[config.mk]
export PLATFORM = sky130hd
export DESIGN_NAME = exe_stage
export DESIGN_NICKNAME = d
export VERILOG_FILES = /design/src/rtl/exe_stage.sv
export SDC_FILE = /design/constraint.sdc
export NUM_CORES = 1
export LEC_CHECK = 0
export CELL_PAD_IN_SITES_DETAIL_PLACEMENT = 1
export CELL_PAD_IN_SITES_GLOBAL_PLACEMENT = 2
export CORE_MARGIN = 4
export CORE_UTILIZATION = 28
export CTS_CLUSTER_DIAMETER = 150
export CTS_CLUSTER_SIZE = 8
export DETAILED_ROUTE_END_ITERATION = 8
export MAX_ROUTING_LAYER = met4
export PLACE_DENSITY_LB_ADDON = 0.3
export REMOVE_ABC_BUFFERS = 1
export SYNTH_ARGS = -nofsm -noshare
export SYNTH_HDL_FRONTEND = slang
export SYNTH_SLANG_ARGS = --single-unit
[constraint.sdc]
create_clock -name clk -period 4.3 [get_ports clk]
set_input_delay 0.43 -clock clk [delete_from_list [all_inputs] [get_ports clk]]
set_output_delay 0.43 -clock clk [all_outputs]
set_load 0.02 [all_outputs]
[src/rtl/exe_stage.sv]
// Execute stage of the LA32R pipeline: decode-to-execute register, one-hot ALU, data-SRAM request FSM.
// Define EXE_FWD_EN to drive execute-stage forwarding; otherwise decode stalls on any execute writer.
module exe_stage #(
    parameter logic [31:0] RESET_PC = 32'h1c000000
) (
    input  logic        clk,
    input  logic        reset,
    input  logic        ds_to_es_valid,
    output logic        es_allow_in,
    input  logic [31:0] ds_pc,
    input  logic [31:0] ds_alu_src1,
    input  logic [31:0] ds_alu_src2,
    input  logic [11:0] ds_alu_op,
    input  logic        ds_mem_re,
    input  logic [3:0]  ds_mem_we,
    input  logic [31:0] ds_st_data,
    input  logic [3:0]  ds_rf_we,
    input  logic [4:0]  ds_rf_waddr,
    input  logic        ms_allow_in,
    output logic        es_to_ms_valid,
    output logic [31:0] es_pc,
    output logic [31:0] es_result,
    output logic        es_mem_re,
    output logic [3:0]  es_rf_we,
    output logic [4:0]  es_rf_waddr,
    output logic        data_sram_req,
    output logic        data_sram_wr,
    output logic [3:0]  data_sram_wstrb,
    output logic [31:0] data_sram_addr,
    output logic [31:0] data_sram_wdata,
    input  logic        data_sram_addr_ok,
    output logic [3:0]  es_fwd_we,
    output logic [4:0]  es_fwd_waddr,
    output logic [31:0] es_fwd_wdata,
    output logic        es_load_block
);

    localparam int NUM_OPS = 12;

    typedef struct packed {
        logic [31:0] pc;
        logic [31:0] src1;
        logic [31:0] src2;
        logic [11:0] op;
        logic        mem_re;
        logic [3:0]  mem_we;
        logic [31:0] st_data;
        logic [3:0]  rf_we;
        logic [4:0]  rf_waddr;
    } es_payload_t;

    typedef enum logic {IDLE, SENT} req_state_t;

    es_payload_t es_r;
    logic        es_valid;
    req_state_t  state;
    logic        mem_op;
    logic        es_ready_go;
    logic [31:0] alu_result;
    logic [NUM_OPS-1:0][31:0] op_res;

    // Payload register: only the valid bit drops when decode has nothing to hand over.
    always_ff @(posedge clk or posedge reset) begin
        if (reset) begin
            es_valid <= 1'b0;
            es_r     <= '0;
            es_r.pc  <= RESET_PC;
        end else if (es_allow_in) begin
            es_valid <= ds_to_es_valid;
            if (ds_to_es_valid) begin
                es_r.pc       <= ds_pc;
                es_r.src1     <= ds_alu_src1;
                es_r.src2     <= ds_alu_src2;
                es_r.op       <= ds_alu_op;
                es_r.mem_re   <= ds_mem_re;
                es_r.mem_we   <= ds_mem_we;
                es_r.st_data  <= ds_st_data;
                es_r.rf_we    <= ds_rf_we;
                es_r.rf_waddr <= ds_rf_waddr;
            end
        end
    end

    assign op_res[0]  = es_r.src1 + es_r.src2;
    assign op_res[1]  = es_r.src1 - es_r.src2;
    assign op_res[2]  = {31'b0, $signed(es_r.src1) < $signed(es_r.src2)};
    assign op_res[3]  = {31'b0, es_r.src1 < es_r.src2};
    assign op_res[4]  = es_r.src1 & es_r.src2;
    assign op_res[5]  = ~(es_r.src1 | es_r.src2);
    assign op_res[6]  = es_r.src1 | es_r.src2;
    assign op_res[7]  = es_r.src1 ^ es_r.src2;
    assign op_res[8]  = es_r.src1 << es_r.src2[4:0];
    assign op_res[9]  = es_r.src1 >> es_r.src2[4:0];
    assign op_res[10] = $signed(es_r.src1) >>> es_r.src2[4:0];
    assign op_res[11] = es_r.src2;

    // AND-OR mux over the one-hot select; an all-zero op yields zero.
    always_comb begin
        alu_result = '0;
        for (int i = 0; i < NUM_OPS; i++) begin
            if (es_r.op[i]) alu_result = alu_result | op_res[i];
        end
    end

    assign mem_op = es_r.mem_re | (|es_r.mem_we);

    // Request FSM; SENT means this instruction's request is already accepted.
    always_ff @(posedge clk or posedge reset) begin
        if (reset) begin
            state <= IDLE;
        end else begin
            case (state)
                IDLE: if (data_sram_req && data_sram_addr_ok && !ms_allow_in) state <= SENT;
                SENT: if (ms_allow_in) state <= IDLE;
                default: state <= IDLE;
            endcase
        end
    end

    assign data_sram_req   = es_valid && mem_op && (state == IDLE);
    assign data_sram_wr    = |es_r.mem_we;
    assign data_sram_wstrb = es_r.mem_we;
    assign data_sram_addr  = op_res[0];
    assign data_sram_wdata = es_r.st_data;

    assign es_ready_go    = !mem_op || (state == SENT) || (data_sram_req && data_sram_addr_ok);
    assign es_allow_in    = !es_valid || (es_ready_go && ms_allow_in);
    assign es_to_ms_valid = es_valid && es_ready_go;

    assign es_pc       = es_r.pc;
    assign es_result   = alu_result;
    assign es_mem_re   = es_r.mem_re;
    assign es_rf_we    = es_r.rf_we;
    assign es_rf_waddr = es_r.rf_waddr;

`ifdef EXE_FWD_EN
    assign es_fwd_we     = es_valid ? es_r.rf_we : 4'b0;
    assign es_fwd_waddr  = es_r.rf_waddr;
    assign es_fwd_wdata  = alu_result;
    assign es_load_block = es_valid && es_r.mem_re;
`else
    assign es_fwd_we     = 4'b0;
    assign es_fwd_waddr  = 5'b0;
    assign es_fwd_wdata  = 32'b0;
    assign es_load_block = es_valid && (|es_r.rf_we);
`endif

endmodule

==> impl_results.md <==
- Number of max-cap violations: 0
- Worst setup EP type: output port
- CTS Buf Count: 17
- Clock power share: 0.121
- CP Launch Type: register
- Skew final: 14.42 ps
- Area Growth Syn to Fin: 35.24%
- Hpwl dp: 60180 um
- Crit Path Class: register to output port
- Pleak: 9.074 nW
- Vias in the first global route: approximately 17000
- Sw Ratio: 0.5068
- Fin util: 0.3819
- Post-Syn Area per Cell: 8.634 sq um
- Highest-count cells in the layout ignoring fill and taps: 258 x clkdlybuf4s50_1, 236 x buf_4, 170 x nor2_1
- Seq pwr share: 0.153
- Clk root buf: clkbuf_16
- Achievable frequency: 230.3 MHz
- First-iteration detailed-routing DRC count: between 1000 and 1500
- Final Wtd Congestion: 0.9448
- Post-synthesis instance area: about 16000 sq um
- Critical Path AT: 3910 ps
- Maximum VDD drop: between 0.0003 and 0.0004 V
- RSZ-0062 raised after global routing: true
- Syn Inst Count: 1844
- Largest net degree at the start of global routing: 87
- Global route overflow: 0
- Crit-path max FO: 33
- CP Data Required Time: 3870 ps
- Initial Util: 0.2824
- Unique masters post-synth: 84
- Slew Limit Fails: 0
- Final worst slack: -42.05 ps
- Fillers: about 6500
- IO Port Bufs: 305
- Max clock buf depth: 2
- Tcrit/Tclk final: 1.010
- Crit path time final: roughly 4300 ps
- Synth Register Bits: 156
- NetSw: 7.171 mW
- Top_reg_cell synth: dfrtp_1
- Setup violators final: 1
- Ratio of cells with drive above 1 in the final layout: 0.2638
- Clock-pin transition on the worst setup and hold timing paths: approximately 80 ps
- DRC viols: 0
- Core Area: 56390 sq um
- Worst Tran Pin Value: 1050 ps
- Dpl ws: -25.48 ps
- DRT Wirelength: 76640 um
- Clock Latency Late Sink: around 480 ps
- I/O pin cnt: 347
- Status: finished, violations left
- P per Cell Area: between 600 and 700 nW/um^2
- First-pass GRT wire length: 113200 um
- Post-route ant nets: 0
- Synth Warn #: 0
- Vias: 15890
- Failing checks: setup timing
- Average vias per placed instance: 5.362
- Seq/Total Area, Yosys: 0.2454
- Die height: 246.5 um
- Worst hold-check path type: input port to asynchronous set/reset pin
- # rows: between 80 and 90
- Async S/R FF share, synth: 1.000
- Num Clock Sinks: 156
- GRT Overall Usage: 0.2548
- Logic pwr share: 0.726
- CTS tree: done
- Cell internal pwr: 6.979 mW
- CTS H-tree lvls: 4
- Chip Width: 246.5 um
- Nets: 2451
- Slew Limit Headroom: 0.3001
- Hold Fails Final Rpt: 0
- DIE AREA: 60740 sq um
- Hold_buf cts: 0
- Initial antenna violation count: 1
- Wire length per cell: ~26 um
- Detailed Routing Iterations Pass 1: 6
- Most common cell after layout, fill and taps aside: clkdlybuf4s50_1
- Post-synth EDFFs: 0
## synthesized netlist by cell type (17+ instances only)
library cell,count,area [sq um]
dfrtp_1,153,3829
nor3_1,25,125.1
clkbuf_1,86,322.8
nor2_1,174,653.1
o211ai_1,20,150.1
ha_1,97,1214
buf_2,24,120.1
inv_1,98,367.9
o21ai_0,97,485.5
mux2_2,167,1881
a221oi_1,17,148.9
xnor2_1,43,376.6
mux4_2,21,473.0
nand2_1,121,454.2
a222oi_1,29,290.3
a21oi_1,137,685.7
nand3_1,37,185.2
buf_4,125,938.4
mux2i_1,91,910.9
## layout make-up
class / instances / area, sq um / area share
diodes: 1 / 2.502 / 0.0001162
clock buffers: 18 / 429.2 / 0.01993
clock inverters: 14 / 197.7 / 0.009181
inverters: 103 / 394.1 / 0.01830
flip-flops and latches: 156 / 3920 / 0.1821
well taps: 756 / 945.9 / 0.04393
multi-input cells: 1376 / 10780 / 0.5005
repair buffers: 539 / 4866 / 0.2260
## state kept, by name, indices dropped and copies added, names as in the netlist
register and count:
es_pc 32, es_r 76, es_valid 1, es_rf_waddr 5, data_sram_wdata 32, state 1
es_rf_we 4, data_sram_wstrb 4, es_mem_re 1
## path summary, 6_finish.rpt
check,endpoint,slack (ps),cells past startpoint,start
max,es_result[31],-40,10,es_r[59]
max in group asynchronous,es_r[113],2960,3,reset
max reg2reg,es_r[59],1450,7,data_sram_wstrb[0]
min reg2reg,es_pc[8],510,1,es_pc[8]
min,es_r[62],370,2,reset
min in group clk,es_pc[8],510,1,es_pc[8]
## stage by stage
step           std cells  hold WS [ps]  total power, mW  setup TNS, ps  instance area [sq um]
3_5_place_dp        2915         493.5            12.00         -45.30                  20350
2_1_floorplan       1635         480.6            7.391        -313170                  14640
5_1_grt             2963         413.7            15.01         -318.0                  21530
6_report            2963         367.8            14.15         -42.05                  21530
4_1_cts             2951         364.9            13.92         -386.4                  21190
3_3_place_gp        2915         486.8            11.93         -7.166                  20350
## logic make-up after synthesis
logic type / share of synthesized area
flip-flops: 0.2454
multiplexers: 0.2064
XOR/XNOR: 0.02806
other: 0.0002355
buffers and inverters: 0.1144
AND/OR/NAND/NOR: 0.1196
adder cells (fa/ha/maj): 0.07874
AO/OA/AOI/OAI: 0.2071
## timing repair
item	in CTS	in global routing
setup buffers	4	10
gates cloned	0	2
setup endpoints to repair	38	34
resized for setup	102	67
pin swaps	8	19
## per-layer routing
metal	track usage	vias to the layer above	share of wire
li1	-	7222	-
met1	0.3166	8010	0.42
met2	0.4238	542	0.49
met3	0.03951	114	0.053
met4	0.08577	0	0.036
met5	-	-	0
## critical path, cell delays in order (launching register included)
cell and delay, ps:
dfrtp_4 470, buf_16 230, mux4_2 550, nor2_1 100, a21oi_1 90, o21ai_0 520
o22ai_1 190, nor4_1 520, nand2_1 90, or4_1 440, buf_4 180
## power groups by stage
stage                     Combinational [mW]  Sequential (mW)  Clock, mW
final                                   10.3             2.16       1.71
after global routing                    10.9             2.22       1.84
after CTS                               9.96             2.16       1.79
after detailed placement                9.81             2.19          0
after global placement                  9.77             2.16          0
after floorplan                         4.87             2.52          0
Note: power is estimated with default switching activity, not from simulation.
